[src/rtl/shift_load_sequencer_pkg.sv]
// Shared types and sizing helpers for the shift/load sequencer.
// Imported by the sequencer top and its interface users.
package shift_seq_pkg;

  typedef enum logic [1:0] {
    IDLE,
    LOAD,
    SHIFT
  } state_e;

  localparam int DEFAULT_WIDTH = 4;

  // A counter for n values needs at least one bit, even when n == 1.
  function automatic int cnt_w(input int n);
    return (n <= 1) ? 1 : $clog2(n);
  endfunction

endpackage

[src/rtl/shift_load_sequencer_if.sv]
// Upstream word handshake plus downstream shift-register controls.
// The master drives words in; the slave (the sequencer) drives everything else.
interface shift_load_sequencer_if #(
  parameter int WIDTH      = 4,
  parameter int FIFO_DEPTH = 4
);
  logic                          in_valid;
  logic [WIDTH-1:0]              in_data;
  logic                          in_ready;
  logic                          load;
  logic [WIDTH-1:0]              d;
  logic                          shift_en;
  logic                          busy;
  logic                          word_done;
  logic [$clog2(FIFO_DEPTH):0]   fifo_count;

  modport master (
    output in_valid, in_data,
    input  in_ready, load, d, shift_en, busy, word_done, fifo_count
  );

  modport slave (
    input  in_valid, in_data,
    output in_ready, load, d, shift_en, busy, word_done, fifo_count
  );
endinterface

[src/rtl/shift_load_sequencer_fifo.sv]
// Small synchronous FIFO with registered occupancy; no read bypass.
// Push while full and pop while empty are ignored.
module sync_fifo #(
  parameter int WIDTH = 4,
  parameter int DEPTH = 4
) (
  input  logic                     clk,
  input  logic                     rst,
  input  logic                     push,
  input  logic                     pop,
  input  logic [WIDTH-1:0]         wdata,
  output logic [WIDTH-1:0]         rdata,
  output logic [$clog2(DEPTH):0]   count,
  output logic                     full,
  output logic                     empty
);
  localparam int AW = $clog2(DEPTH);
  localparam int CW = AW + 1;

  logic [WIDTH-1:0] mem_q [DEPTH];
  logic [AW-1:0]    wr_ptr_q, wr_ptr_d;
  logic [AW-1:0]    rd_ptr_q, rd_ptr_d;
  logic [CW-1:0]    count_q, count_d;
  logic             push_ok, pop_ok;

  assign full    = (count_q == CW'(DEPTH));
  assign empty   = (count_q == '0);
  assign push_ok = push && !full;
  assign pop_ok  = pop && !empty;
  assign rdata   = mem_q[rd_ptr_q];
  assign count   = count_q;

  // DEPTH is a power of two, so the pointers wrap on their own.
  always_comb begin
    wr_ptr_d = wr_ptr_q;
    rd_ptr_d = rd_ptr_q;
    count_d  = count_q;
    if (push_ok) wr_ptr_d = wr_ptr_q + AW'(1);
    if (pop_ok)  rd_ptr_d = rd_ptr_q + AW'(1);
    case ({push_ok, pop_ok})
      2'b10:   count_d = count_q + CW'(1);
      2'b01:   count_d = count_q - CW'(1);
      default: count_d = count_q;
    endcase
  end

  always_ff @(posedge clk) begin
    if (rst) begin
      wr_ptr_q <= '0;
      rd_ptr_q <= '0;
      count_q  <= '0;
    end else begin
      wr_ptr_q <= wr_ptr_d;
      rd_ptr_q <= rd_ptr_d;
      count_q  <= count_d;
    end
  end

  always_ff @(posedge clk) begin
    if (push_ok) mem_q[wr_ptr_q] <= wdata;
  end

endmodule

[src/rtl/shift_load_sequencer.sv]
// Buffers parallel words and drives load + WIDTH spaced shift pulses per word
// into a downstream right-shift register; outputs decode registered state only.
module shift_load_sequencer
  import shift_seq_pkg::*;
#(
  parameter int WIDTH      = DEFAULT_WIDTH,
  parameter int FIFO_DEPTH = 4,
  parameter int DIV        = 1
) (
  input  logic                   clk,
  input  logic                   rst,
  shift_load_sequencer_if.slave  bus
);
  localparam int DW = cnt_w(DIV);
  localparam int BW = cnt_w(WIDTH);
  localparam int CW = $clog2(FIFO_DEPTH) + 1;

  state_e           state_q, state_d;
  logic [DW-1:0]    div_cnt_q, div_cnt_d;
  logic [BW-1:0]    bit_cnt_q, bit_cnt_d;
  logic [WIDTH-1:0] d_q, d_d;

  logic             fifo_push, fifo_pop, fifo_full, fifo_empty;
  logic [WIDTH-1:0] fifo_rdata;
  logic [CW-1:0]    fifo_count;
  logic             shift_fire, last_shift;

  assign fifo_push = bus.in_valid && !fifo_full;

  sync_fifo #(
    .WIDTH (WIDTH),
    .DEPTH (FIFO_DEPTH)
  ) u_fifo (
    .clk   (clk),
    .rst   (rst),
    .push  (fifo_push),
    .pop   (fifo_pop),
    .wdata (bus.in_data),
    .rdata (fifo_rdata),
    .count (fifo_count),
    .full  (fifo_full),
    .empty (fifo_empty)
  );

  assign shift_fire = (state_q == SHIFT) && (div_cnt_q == DW'(DIV - 1));
  assign last_shift = shift_fire && (bit_cnt_q == BW'(WIDTH - 1));

  always_comb begin
    state_d   = state_q;
    div_cnt_d = div_cnt_q;
    bit_cnt_d = bit_cnt_q;
    d_d       = d_q;
    fifo_pop  = 1'b0;
    unique case (state_q)
      IDLE: begin
        if (!fifo_empty) begin
          fifo_pop = 1'b1;
          d_d      = fifo_rdata;
          state_d  = LOAD;
        end
      end
      LOAD: begin
        div_cnt_d = '0;
        bit_cnt_d = '0;
        state_d   = SHIFT;
      end
      SHIFT: begin
        div_cnt_d = div_cnt_q + DW'(1);
        if (shift_fire) begin
          div_cnt_d = '0;
          bit_cnt_d = bit_cnt_q + BW'(1);
          // Chain the next word straight after the final shift.
          if (last_shift) begin
            if (!fifo_empty) begin
              fifo_pop = 1'b1;
              d_d      = fifo_rdata;
              state_d  = LOAD;
            end else begin
              state_d  = IDLE;
            end
          end
        end
      end
      default: state_d = IDLE;
    endcase
  end

  always_ff @(posedge clk) begin
    if (rst) begin
      state_q   <= IDLE;
      div_cnt_q <= '0;
      bit_cnt_q <= '0;
      d_q       <= '0;
    end else begin
      state_q   <= state_d;
      div_cnt_q <= div_cnt_d;
      bit_cnt_q <= bit_cnt_d;
      d_q       <= d_d;
    end
  end

  assign bus.in_ready   = !fifo_full;
  assign bus.load       = (state_q == LOAD);
  assign bus.d          = d_q;
  assign bus.shift_en   = shift_fire;
  assign bus.word_done  = last_shift;
  assign bus.busy       = (state_q != IDLE);
  assign bus.fifo_count = fifo_count;

endmodule

[src/flat_wrapper.sv]
// flat-port wrapper written by rule: the top's interface ports become plain ports
module shift_load_sequencer_flat import shift_seq_pkg::*;
#(
  parameter int WIDTH      = DEFAULT_WIDTH,
  parameter int FIFO_DEPTH = 4,
  parameter int DIV        = 1
)
  (clk, rst, bus_in_valid, bus_in_data, bus_in_ready, bus_load, bus_d, bus_shift_en, bus_busy, bus_word_done, bus_fifo_count);
  shift_load_sequencer_if #(.WIDTH(WIDTH), .FIFO_DEPTH(FIFO_DEPTH)) bus_i ();
  input  logic clk;
  input  logic rst;
  input wire logic [$bits(bus_i.in_valid)-1:0] bus_in_valid;
  input wire logic [$bits(bus_i.in_data)-1:0] bus_in_data;
  output wire logic [$bits(bus_i.in_ready)-1:0] bus_in_ready;
  output wire logic [$bits(bus_i.load)-1:0] bus_load;
  output wire logic [$bits(bus_i.d)-1:0] bus_d;
  output wire logic [$bits(bus_i.shift_en)-1:0] bus_shift_en;
  output wire logic [$bits(bus_i.busy)-1:0] bus_busy;
  output wire logic [$bits(bus_i.word_done)-1:0] bus_word_done;
  output wire logic [$bits(bus_i.fifo_count)-1:0] bus_fifo_count;
  assign bus_i.in_valid = bus_in_valid;
  assign bus_i.in_data = bus_in_data;
  assign bus_in_ready = bus_i.in_ready;
  assign bus_load = bus_i.load;
  assign bus_d = bus_i.d;
  assign bus_shift_en = bus_i.shift_en;
  assign bus_busy = bus_i.busy;
  assign bus_word_done = bus_i.word_done;
  assign bus_fifo_count = bus_i.fifo_count;
  shift_load_sequencer #(.WIDTH(WIDTH), .FIFO_DEPTH(FIFO_DEPTH), .DIV(DIV)) u_core (.clk(clk), .rst(rst), .bus(bus_i));
endmodule
[config.mk]
export PLATFORM = sky130hd
export DESIGN_NAME = shift_load_sequencer_flat
export DESIGN_NICKNAME = d
export VERILOG_FILES = /design/src/rtl/shift_load_sequencer_pkg.sv /design/src/rtl/shift_load_sequencer_if.sv /design/src/rtl/shift_load_sequencer_fifo.sv /design/src/rtl/shift_load_sequencer.sv /design/src/flat_wrapper.sv
export SDC_FILE = /design/constraint.sdc
export NUM_CORES = 1
export LEC_CHECK = 0
export ABC_CLOCK_PERIOD_IN_PS = 3330
export BUFFER_PORTS_ARGS = -buffer_cell sky130_fd_sc_hd__buf_2
export CORE_MARGIN = 4
export CORE_UTILIZATION = 56
export CTS_CLUSTER_DIAMETER = 120
export DETAILED_ROUTE_END_ITERATION = 10
export GPL_TIMING_DRIVEN = 0
export PLACE_DENSITY = 0.77
export SLEW_MARGIN = 20
export SYNTH_ARGS = -nofsm -noshare
export SYNTH_HDL_FRONTEND = slang
export SYNTH_SLANG_ARGS = --single-unit
export TNS_END_PERCENT = 20
[constraint.sdc]
create_clock -name clk -period 3.33 [get_ports clk]
set_input_delay 0.4995 -clock clk [delete_from_list [all_inputs] [get_ports clk]]
set_output_delay 0.4995 -clock clk [all_outputs]
set_load 0.005 [all_outputs]
# Yosys cells after proc, flatten, opt, wreduce, memory -nomap -nowiden
# Memories as Yosys holds them, arrays and structs flattened. A register that Yosys moved wholly into a read port is not among the register bits.
# Cells that the tools add are included.
dict set report totals {
  register_bits 16
  ramBits 16
  inputBits 7
  output_inout_bits 12
  wordCells 62
  n_memories 1
}
# name depth word_bits read_ports rd_ports_with_merged_regs wr line_no
set memory_table {}
lappend memory_table {u_core.u_fifo.mem_q 4 4 1 1 1 shift_load_sequencer_fifo.sv:20} ;# logic [WIDTH-1:0] mem_q [DEPTH];
dict set report op_classes {
  add_sub_neg 6
  n_eq_ne 9
  mux 22
  bitwise_logic 1
  reduce_logical 16
}
# cell n
set op_table {}
lappend op_table {{$mux W2} 6}
lappend op_table {{$mux W4} 3}
lappend op_table {{$pmux W4 S2} 1}
lappend op_table {{$reduce_bool A2 Y1} 4}
lappend op_table {{$mux W1} 7}
lappend op_table {{$add A2 B1 Y2 const B} 3}
lappend op_table {{$eq A2 B2 Y1 const B} 3}
lappend op_table {{$pmux W2 S3} 1}
lappend op_table {{$pmux W3 S2} 1}
lappend op_table {{$reduce_and A3 Y1} 2}
lappend op_table {{$logic_and A1 B1 Y1} 5}
lappend op_table {{$eq A2 B1 Y1 const B} 2}
lappend op_table {{$ne A2 B2 Y1 const B} 2}
lappend op_table {{$pmux W1 S2} 2}
lappend op_table {{$pmux W2 S2} 1}
lappend op_table {{$add A3 B1 Y3 const B} 1}
lappend op_table {{$eq A3 B3 Y1 const B} 1}
lappend op_table {{$logic_not A3 Y1} 1}
lappend op_table {{$sub A3 B1 Y3 const B} 1}
lappend op_table {{$logic_not A1 Y1} 2}
lappend op_table {{$logic_not A2 Y1} 1}
lappend op_table {{$ne A2 B1 Y1 const B} 1}
lappend op_table {{$reduce_and A2 Y1} 1}
lappend op_table {{$add A1 B1 Y1 const B} 1}
lappend op_table {{$not A1 Y1} 1}

# Longest topological paths before layout
# Gate-level depths: netlist (run 1).
dict set report logic_depth {
  ltp_word 9
  mapped_depth 10
  ltp_nobuf 10
}

# Cells and area by module
# Synthesis (run 1) repeated with hierarchy kept, for this count alone.
dict set report unflattened {
  hier_cells 130
  area_unflattened_um2 1600.3
}
# module instances cells_per_inst area_per_inst_um2
set by_module_without_submodules {}
lappend by_module_without_submodules {sync_fifo 1 74 1056.0}
lappend by_module_without_submodules {shift_load_sequencer 1 56 544.3}

# Worst setup path before layout (run 1)
# No wires, ideal clock.
dict set report synth_timing {
  path_type {register to register}
  startpoint {register u_core.state_q[0]}
  endpoint {register u_core.u_fifo.count_q[2] (netlist: u_core.u_fifo.count[2])}
  arrival_time_ns 2.288
  required_time_ns 3.260
  path_slack_ns 0.973
  path_stages_with_launch 11
  period_less_slack_ns 2.357
  path_cell_list {dfxtp_1 -> inv_1 -> ha_1 -> nand3b_2 -> a21oi_2 -> ha_1 -> inv_1 -> fa_1 -> xor2_1 -> or3_2 -> a21oi_1}
}
dict set report synth_via {
  elab_chain_len 9
}
# element line_no
set synth_lines {}
lappend synth_lines {{from (decl)} shift_load_sequencer.sv:18} ;# state_e state_q, state_d;
lappend synth_lines {{from (signal assigned)} shift_load_sequencer.sv:95} ;# state_q <= state_d;
lappend synth_lines {{$eq A2 B2 Y1} {shift_load_sequencer.sv:45, shift_load_sequencer.sv:54}}
lappend synth_lines {{$logic_and A1 B1 Y1} shift_load_sequencer.sv:45} ;# assign shift_fire = (state_q == SHIFT) && (div_cnt_q == DW'(DIV - 1));
lappend synth_lines {{$logic_and A1 B1 Y1} shift_load_sequencer.sv:46} ;# assign last_shift = shift_fire && (bit_cnt_q == BW'(WIDTH - 1));
lappend synth_lines {{$mux W1} shift_load_sequencer.sv:73} ;# if (last_shift) begin
lappend synth_lines {{$mux W1} shift_load_sequencer.sv:69} ;# if (shift_fire) begin
lappend synth_lines {{$pmux W1 S2 *} shift_load_sequencer.sv:54} ;# unique case (state_q)
lappend synth_lines {{$logic_and A1 B1 Y1 *} shift_load_sequencer_fifo.sv:29} ;# assign pop_ok = pop && !empty;
lappend synth_lines {{named net u_core.u_fifo.pop_ok} shift_load_sequencer_fifo.sv:24} ;# logic push_ok, pop_ok;
lappend synth_lines {{$eq A2 B1 Y1 or $eq A2 B2 Y1 (tied branches)} shift_load_sequencer_fifo.sv:40} ;# case ({push_ok, pop_ok})
lappend synth_lines {{$pmux W3 S2 or $reduce_bool A2 Y1 (tied branches)} -}
lappend synth_lines {{to (signal assigned)} shift_load_sequencer_fifo.sv:55} ;# count_q <= count_d;
lappend synth_lines {{to (decl)} shift_load_sequencer_fifo.sv:23} ;# logic [CW-1:0] count_q, count_d;
# The timed path passes the listed nets; every way through them passes the cells marked *.
# A chain may end at the register's enable or synchronous reset.

# Worst setup path after layout (run 1)
# Ends and elaborated chain as after synthesis.

==> results of run 1 <==
-- worst max-delay path: stages, from the launching register on --
cell	delay (ns)
dfxtp_1	0.35
inv_1	0.10
ha_1	0.29
nand3b_2	0.22
a21oi_2	0.27
ha_1	0.23
inv_1	0.06
fa_1	0.38
xor2_1	0.17
or3_2	0.40
a21oi_1	0.14
-- stage by stage --
step | util, % | std cells | area, um^2
finish | 66.5 | 192 | 1830
global route | 66.5 | 192 | 1830
CTS | 66.5 | 192 | 1830
detailed placement | 62.6 | 184 | 1730
global placement | 62.6 | 184 | 1730
floorplan | - | 137 | 1610
-- layer usage --
metal | up-vias | track usage (%) | share of wire [%]
li1 | 534 | - | -
met1 | 507 | 21.3 | 46
met2 | 19 | 25.9 | 49
met3 | 4 | 6.29 | 4.1
met4 | 0 | 7.58 | 1.1
met5 | - | 0 | 0
-- power by group through the flow --
stage	registers, mW	clock network [mW]	logic (mW)
2_1_floorplan	0.597	0	0.410
3_3_place_gp	0.603	0	0.532
3_5_place_dp	0.606	0	0.549
4_1_cts	0.597	0.390	0.553
5_1_grt	0.610	0.411	0.625
6_report	0.596	0.382	0.548
-- final timing paths --
check	cells after the start	end	from
hold reg to reg	2	u_core.bit_cnt_q[1]	u_core.bit_cnt_q[1]
hold / removal	1	u_core.u_fifo.mem_q[0][3]	bus_in_data[3]
setup reg to reg	10	u_core.u_fifo.count[2]	u_core.state_q[0]
setup / recovery	10	u_core.u_fifo.count[2]	u_core.state_q[0]
-- Yosys cell counts --
cell type,number,area (um^2)
a21o_1,2,15.0
a21oi_1,4,20.0
a21oi_2,3,26.3
a22oi_1,1,7.51
and3_1,4,25.0
buf_1,1,3.75
buf_2,2,10.0
buf_6,1,11.3
clkbuf_1,1,3.75
dfxtp_1,18,360
edfxtp_1,16,480
fa_1,1,20.0
ha_1,10,125
inv_1,10,37.5
inv_2,1,3.75
mux2_1,3,33.8
mux2i_1,1,10.0
mux4_2,4,90.1
nand2_1,8,30.0
nand2b_1,5,31.3
nand3_1,12,60.1
nand3b_2,1,11.3
nor2_1,6,22.5
nor2b_1,7,43.8
nor3_2,1,10.0
nor3b_1,1,7.51
o2111ai_1,4,35.0
o211ai_1,1,7.51
o211ai_2,1,12.5
o21ai_0,1,5.00
o31ai_1,1,7.51
or3_1,1,6.26
or3_2,1,7.51
or3b_1,1,8.76
xor2_1,2,17.5
-- final cells by class --
type                            instances  share of cell area, %
Inverter                               11                   2.25
Multi-Input combinational cell         87                   38.0
Tap cell                               31                   2.12
Sequential cell                        34                   45.9
Clock inverter                          3                   3.75
Timing Repair Buffer                   16                   4.37
Clock buffer                            5                   2.05
Buffer                                  5                   1.57
-- kinds of logic after synthesis --
kind of cell / synth area share, %
compound gates: 8.48
xor+xnor: 1.09
fa+ha+maj: 9.03
buf+inv: 4.36
flops: 52.3
mux: 8.33
simple gates: 16.4
-- cell usage in the layout (no fill, tap or decap), types with 2 or more instances in the layout --
| cell type | n |
|---|---|
| a21o_1 | 2 |
| nand3_1 | 12 |
| ha_1 | 10 |
| clkbuf_4 | 5 |
| edfxtp_1 | 16 |
| and3_1 | 4 |
| inv_1 | 10 |
| nand2b_1 | 5 |
| nor2_1 | 6 |
| o2111ai_1 | 4 |
| nand2_1 | 8 |
| xor2_1 | 2 |
| bufinv_16 | 2 |
| nor2b_1 | 7 |
| dfxtp_1 | 18 |
| a21oi_2 | 3 |
| mux2_1 | 3 |
| buf_2 | 18 |
| mux4_2 | 4 |
| a21oi_1 | 4 |
-- flip-flops by register name, summed over array words and instances, names as in the netlist, named ones only --
signal / cells
u_core.u_fifo.mem_q: 16
u_core.bus.d: 4
u_core.u_fifo.count: 3
u_core.bit_cnt_q: 2
u_core.state_q: 2
u_core.u_fifo.rd_ptr_q: 2
u_core.u_fifo.wr_ptr_q: 2
u_core.div_cnt_q: 1
==> results.md, run 1 <==
* Status: finished, final reports clean
* Post-route ant nets at 0
* Remaining global-route overflow at 0
* Total core area at 2760 um^2
* Cell count after synthesis at 137
* Ports at 19
* Post-CTS Resized at 0
* Vias in the first global route at 995
* CTS tree: done
* CTS Buf Count at 5
* Worst Hold Class: in2reg
* Avg Inst Size Synth at 11.7 um^2
* Starting Density at 58.3%
* Critical Path AT at 2.95 ns
* Syn Std Cell Area at 1610 um^2
* CP max FO at 6
* Global-route wire length before repair at 4510 um
* RePlAce Congestion at 0.820
* Fmax at 373 MHz
* CTS clk-pin slew, worst paths at 0.11 ns
* Synthesis Warnings at 0
* Period utilization at 80.4%
* Netlist cell types at 35
* Post-DP HPWL at 1980 um
* Filler cells at 215
* Via count at 1064
* Crit start category: flip-flop
* Area grow syn2layout at 14.0%
* CTS max path bufs at 2
* Pre-CTS setup slack at 0.704 ns
* DR vias/cell at 5.54
* MaxCap Viol Count at 0
* Part of the Yosys area used for sequential elements at 52.3%
* Initial antenna violation count at 0
* Iteration-0 DRC count of the detailed router at 47
* Total wire length at 2670 um
* Cts hold-fix bufs at 0
* DRT Pass-1 Iters at 4
* Die span in x at 61.6 um
* Worst-Margin Slew at 0.467 ns
* Clock share of power at 25.0%
* Slew HR at 68.7%
* Cell-internal power at 1.02 mW
* # DRC at 0
* Largest net degree at the start of global routing at 13
* Class of the most critical setup path: reg2reg
* Comb power frac at 35.9%
* Final setup viols at 0
* Worst VDD drop at 0.752 mV
* Switching share of power at 33.1%
* Port Buffers at 16
* Worst EP required at 3.60 ns
* Setup_tns at 0 ns
* Die Footprint at 3790 um^2
* Critical Path End Type: flip-flop
* CTS sink count at 34
* CTS Root Cell: clkbuf_4
* Htree depth at 2
* Worst-skew pair later-pin latency at 0.34 ns
* RSZ-0062 raised after global routing: false
* Total Power at 1.53 mW
* Period minus WS final at 2.68 ns
* Fin nets at 178
* Sequential cell area at 841 um^2
* Power Density at 832 nW/um^2
* Clk_skew at 0.00761 ns
* Flip-flop and latch count after synthesis at 34
* # rows at 19
* Reg2Reg Setup Slack at 0.65 ns
* Final worst slack at 0.652 ns
* Routed wire length per instance at 13.9 um
* Fraction of layout cells with a size suffix above 1 at 24.2%
* Post-CTS Setup Repair Bufs at 0
* Final-report hold violation count at 0
* GR Util All Layers at 16.9%
* Syn nets at 155
* Slew Viols, Final at 0
* WHS at 0.372 ns
* Sequential share of power at 39.1%
* P_sw at 0.506 mW
* Ant diodes at 0
* Die height at 61.6 um
* LEAKAGE at 0.762 nW
* Multi-input gate area in the final layout at 697 um^2
Note: power is estimated with default switching activity, not from simulation.
==> run 2, diff against run 1 <==
- ABC_CLOCK_PERIOD_IN_PS: 3330 -> 2550
- clock period: 3.33 -> 2.55 ns (I/O delays scaled with it)
==> run 2 against run 1 <==
  * Maximum frequency grew 11%
  * Critical path depth unchanged
  * Sequential share of layout area decreased by 0.79 points
  * Sequential cell count is the same
  * Hold slack worse by 0.12 ns
  * Register-to-register slack got worse by 0.51 ns
  * Final area rose by 1.9%
  * Wire length grew 0.26%
  * Global-route usage up 0.22 points
  * Via count up 0.19%
  * Clock power increased by 30%
  * Largest power group unchanged
  * Highest routed layer unchanged
==> results.md, run 2 (synthesis results as in run 1) <==
* Status: finished, final reports clean
* Critical Path AT at 2.68 ns
* Worst EP required at 2.82 ns
* Ports at 19
* Worst-path cell chain: inv_2 > ha_4 > nand3b_4 > a21oi_4 > ha_2 > inv_1 > fa_1 > xor2_1 > or3_2 > a21oi_1
* Area grow syn2layout at 16.2%
* FF-to-FF End: u_core.u_fifo.count[2]
* Starting Density at 58.3%
* Cell-internal power at 1.35 mW
* Crit path largest cell delay at 0.40 ns
* Total core area at 2760 um^2
* MaxCap Viol Count at 0
* # rows at 19
* Worst-skew pair later-pin latency at 0.34 ns
* Die height at 61.6 um
* Reg2Reg Setup Slack at 0.14 ns
* Die span in x at 61.6 um
* Via count at 1066
* Die Footprint at 3790 um^2
* Worst path top cell family by delay: adder cells
* Commonest cells after routing, fill and taps aside: 18 x buf_2, 17 x dfxtp_1, 16 x edfxtp_1
* Fin cells at 192
* Slew HR at 63.9%
* Iteration-0 DRC count of the detailed router at 74
* Setup_tns at 0 ns
* Crit start category: flip-flop
* Htree depth at 2
* CTS clk-pin slew, worst paths at 0.11 ns
* CTS sink count at 34
* Total wire length at 2680 um
* CTS Root Cell: clkbuf_4
* Worst Hold Depth at 1
* Hold Path Sink: u_core.u_fifo.mem_q[0][3]
* CTS tree: done
* Routed wire length per instance at 14.0 um
* Clock share of power at 24.4%
* Post-CTS Setup Repair Bufs at 0
* Final-report hold violation count at 0
* Slew Viols, Final at 0
* DRT Pass-1 Iters at 4
* Fin nets at 178
* Worst-case reg-to-reg path depth at 10
* LEAKAGE at 0.798 nW
* # DRC at 0
* Worst VDD drop at 0.963 mV
* Post-route ant nets at 0
* Remaining global-route overflow at 0
* Initial antenna violation count at 0
* Critical Path End Type: flip-flop
* Hold Path Origin: bus_in_data[3]
* Class of the most critical setup path: reg2reg
* DR vias/cell at 5.55
* Switching share of power at 33.3%
* Largest Register: u_core.u_fifo.mem_q
* RePlAce Congestion at 0.820
* Final setup viols at 0
* Worst Hold Class: in2reg
* Period minus WS final at 2.41 ns
* Vias in the first global route at 991
* Comb power frac at 37.0%
* Largest net degree at the start of global routing at 13
* Port Buffers at 16
* Worst path bufs/invs at 2
* Commonest non-fill, non-tap cell in the layout: buf_2
* Sequential share of power at 38.5%
* CP max FO at 6
* Largest register FFs at 16
* Fmax at 415 MHz
* CTS max path bufs at 2
* Global-route wire length before repair at 4570 um
* Ant diodes at 0
* Power Density at 1090 nW/um^2
* Critical path's slowest cell: or3_2
* Post-DP HPWL at 1980 um
* Fraction of layout cells with a size suffix above 1 at 27.3%
* P_sw at 0.677 mW
* Clk_skew at 0.00508 ns
* Period utilization at 94.5%
* GR Util All Layers at 17.1%
* WHS at 0.256 ns
* Worst-Margin Slew at 0.539 ns
* CTS Buf Count at 5
* Placed Cells at 184
* Reg-to-Reg Start: u_core.state_q[0]
==> run 2: worst max path at each step <==
| stage | cells past startpoint | endpoint | startpoint |
|---|---|---|---|
| 3_5_place_dp | 10 | u_core.u_fifo.count[2] | u_core.state_q[0] |
| 6_report | 10 | u_core.u_fifo.count[2] | u_core.state_q[0] |
| 4_1_cts | 10 | u_core.u_fifo.count[2] | u_core.state_q[0] |
| 3_3_place_gp | 10 | u_core.u_fifo.count[2] | u_core.state_q[0] |
| 5_1_grt | 10 | u_core.u_fifo.count[2] | u_core.state_q[0] |
| 2_1_floorplan | 10 | u_core.u_fifo.count[2] | u_core.state_q[0] |
==> run 2: cell type report <==
cell class | count | area [um^2]
Tap cell | 31 | 38.8
Clock inverter | 3 | 68.8
Buffer | 5 | 28.8
Clock buffer | 5 | 37.5
Sequential cell | 34 | 842
Multi-Input combinational cell | 87 | 731
Timing Repair Buffer | 16 | 80.1
Inverter | 11 | 41.3
Fill cell | 212 | 890
==> run 2: per-stage QoR <==
step | area (um^2) | power, mW | setup slack, ns | util (%)
after floorplan | 1610 | 1.31 | 0.193 | -
after global placement | 1730 | 1.48 | -0.00419 | 62.6
after detailed placement | 1730 | 1.51 | -0.0763 | 62.6
after CTS | 1850 | 2.03 | 0.0323 | 67.2
after global routing | 1870 | 2.19 | -0.000374 | 67.7
final | 1870 | 2.03 | 0.141 | 67.7
==> run 2: power by group through the flow <==
stage	Sequential, mW	Clock (mW)	Combinational [mW]
finish	0.782	0.496	0.752
global route	0.799	0.535	0.853
CTS	0.779	0.509	0.740
detailed placement	0.792	0	0.717
global placement	0.787	0	0.695
floorplan	0.780	0	0.535
==> run 2: metal layers <==
| layer | vias up | global-route usage, % | share of wire (%) |
|---|---|---|---|
| li1 | 535 | - | - |
| met5 | - | 0 | 0 |
| met1 | 499 | 21.7 | 44 |
| met3 | 6 | 6.29 | 5.8 |
| met2 | 26 | 26.5 | 49 |
| met4 | 0 | 6.97 | 1.6 |
==> run 2: timing repair <==
action | CTS | global route
endpoints found under the setup margin | 1 | 1
gates resized for setup | 3 | 5
pin swaps | 0 | 0
hold buffers | 0 | 0
==> run 3, diff against run 2 <==
- ABC_AREA: not set -> 1
- CORE_MARGIN: 4 -> 2
- CORE_UTILIZATION: 56 -> 57
- PLACE_DENSITY: 0.77 -> 0.78
==> run 3 against run 2 <==
  * Clock-buffer cell count rose by 2
  * Final area fell by 2.7%
  * Hold slack improved by 0.029 ns
  * Clock skew rose by 0.010 ns
  * First-iteration DRC count fell by 20%
==> results.md, run 3 <==
* Placed Cells at 243
* Netlist cell types at 19
* GR Util All Layers at 17.0%
* Top-area cell type share of the netlist area at 29.4%
* Die Footprint at 3310 um^2
* Starting Density at 59.7%
* Top cells by area, synth: edfxtp_1 29%, dfxtp_1 22%, nand2_1 13%
* # rows at 19
* Clk_skew at 0.0151 ns
* Class of the most critical setup path: reg2reg
* Part of the Yosys area used for sequential elements at 51.5%
* Hold Path Origin: bus_in_data[0]
* Avg Inst Size Synth at 8.42 um^2
* Post-CTS Setup Repair Bufs at 0
* Ports at 19
* Hold Path Sink: u_core.u_fifo.mem_q[0][0]
* Worst path bufs/invs at 4
* Fraction of layout cells with a size suffix above 1 at 15.1%
* Port Buffers at 18
* Worst-Margin Slew at 0.406 ns
* Setup_tns at 0 ns
* Post-route ant nets at 0
* Via count at 1233
* Worst-path cell chain: inv_1 > ha_1 > nand3_1 > nand2_1 > nand2_1 > inv_1 > ha_1 > inv_1 > fa_1 > inv_1 > nand2_1 > nand3_1 > nand2_1 > nand2_1 > nor2_1
* MaxCap Viol Count at 0
* Ys flop type: dfxtp_1
* Period utilization at 82.4%
* Critical Path AT at 2.32 ns
* Worst VDD drop at 0.854 mV
* CTS max path bufs at 2
* Die height at 57.5 um
* Remaining global-route overflow at 0
* Power Density at 1020 nW/um^2
* Commonest non-fill, non-tap cell in the layout: nand2_1
* Worst-case reg-to-reg path depth at 15
* CTS Root Cell: clkbuf_4
* Iteration-0 DRC count of the detailed router at 59
* Ant diodes at 0
* Crit start category: flip-flop
* Fin nets at 237
* Status: finished, final reports clean
* Largest net degree at the start of global routing at 11
* Most used cell, CP: nand2_1
* FF-to-FF End: u_core.u_fifo.count[2]
* Commonest cells in the netlist: 55 x nand2_1, 38 x inv_1, 23 x nor2_1
* Reg2Reg Setup Slack at 0.45 ns
* Commonest cells after routing, fill and taps aside: 55 x nand2_1, 38 x inv_1, 23 x nor2_1
* DR vias/cell at 4.93
* Fin cells at 250
* CP startpoint: u_core.state_q[0]
* Total Power at 1.85 mW
* Reg-to-Reg Start: u_core.state_q[0]
* DRT Pass-1 Iters at 4
* Critical path's slowest cell: fa_1
* Cell count after synthesis at 194
* Largest Register: u_core.u_fifo.mem_q
* CTS clk-pin slew, worst paths at 0.10 ns
* Worst Hold Depth at 1
* CTS tree: done
* Largest register FFs at 16
* Most frequent cell after synthesis: nand2_1
* Vias in the first global route at 1103
* Asr flop ratio synth at 0%
* Cell depth of the worst setup path at 15
* Syn nets at 212
* Post-CTS Resized at 0
* LEAKAGE at 0.896 nW
* Syn Std Cell Area at 1630 um^2
* Global-route wire length before repair at 4220 um
* Flip-flop and latch count after synthesis at 34
* Critical Path End Type: flip-flop
* Area grow syn2layout at 11.3%
* Slew HR at 72.8%
* Htree depth at 2
* Die span in x at 57.5 um
* Post-DP HPWL at 1940 um
* CTS sink count at 34
* Crit path largest cell delay at 0.38 ns
* RePlAce Congestion at 0.840
* Total wire length at 2570 um
* Fmax at 476 MHz
* Worst-skew pair later-pin latency at 0.32 ns
* Routed wire length per instance at 10.3 um
* Final-report hold violation count at 0
* Post-synth EDFFs at 16
* Initial antenna violation count at 0
* Synthesis Warnings at 0
* Period minus WS final at 2.10 ns
* Total core area at 2730 um^2
* CP max FO at 4
* Cts hold-fix bufs at 0
* Worst EP required at 2.77 ns
* # DRC at 0
* Worst path top cell family by delay: adder cells
* Slew Viols, Final at 0
* Final setup viols at 0
* Synth area leader: edfxtp_1
* RSZ-0062 raised after global routing: false
* Worst Hold Class: in2reg
* CTS Buf Count at 5
-- run 3: cell count changes in the layout (fill, tap and decap cells not counted), sizes merged, moves of 5 or more --
cell	previous run	this run
nor2b	7	0
nor2	6	25
inv	11	39
nand2	8	58
nand2b	5	0
-- run 3: area by class of cell --
class | count | area, um^2
Buffer | 2 | 22.5
Clock buffer | 7 | 55.1
Fill cell | 225 | 917
Inverter | 39 | 146
Multi-Input combinational cell | 119 | 623
Sequential cell | 34 | 841
Tap cell | 31 | 38.8
Timing Repair Buffer | 18 | 90.1
-- run 3: worst max-delay path by stage --
stage                                         to
after floorplan           u_core.u_fifo.count[2]
after global placement    u_core.u_fifo.count[2]
after detailed placement  u_core.u_fifo.count[2]
after CTS                 u_core.u_fifo.count[2]
after global routing      u_core.u_fifo.count[2]
final                     u_core.u_fifo.count[2]
-- run 3: cells by family (layout without fill, tap and decap cells) --
family | after synthesis | count (layout) | synth area share [%]
adders and majority gates | 11 | 11 | 8.89
DFF | 34 | 34 | 51.5
AOI/OAI and AO/OA | 12 | 12 | 3.68
and+or+nand+nor | 96 | 96 | 25.6
buffers and inverters | 41 | 66 | 10.3
-- run 3: through the flow --
stage | worst slack, ns | utilization, % | area (um^2) | hold slack (ns)
after global placement | 0.538 | 64.4 | 1760 | 0.452
after detailed placement | 0.468 | 64.4 | 1760 | 0.460
after CTS | 0.445 | 66.5 | 1820 | 0.261
after floorplan | 0.675 | - | 1630 | 0.437
after global routing | 0.228 | 66.5 | 1820 | 0.257
final | 0.449 | 66.5 | 1820 | 0.285
-- run 3: metal layers --
| metal | up-vias | GRT usage [%] | routed length (um) |
|---|---|---|---|
| met1 | 568 | 19.1 | 1130 |
| li1 | 643 | - | - |
| met3 | 2 | 4.08 | 102 |
| met4 | 0 | 8.97 | 17 |
| met2 | 20 | 29.5 | 1320 |
| met5 | - | 0 | 0 |
-- run 3: report_power, final --
part | internal [mW] | total [mW] | switching [mW]
clock network | 0.130 | 0.286 | 0.156
registers | 0.687 | 0.769 | 0.0819
logic | 0.305 | 0.799 | 0.494
total | 1.12 | 1.85 | 0.731
-- run 3: worst register-to-register path, delay by kind of cell (launching register included) --
| kind | cells | cell delay, ns |
|---|---|---|
| adders and majority gates | 3 | 0.74 |
| DFF | 1 | 0.35 |
| buffers and inverters | 4 | 0.32 |
| and+or+nand+nor | 8 | 0.58 |
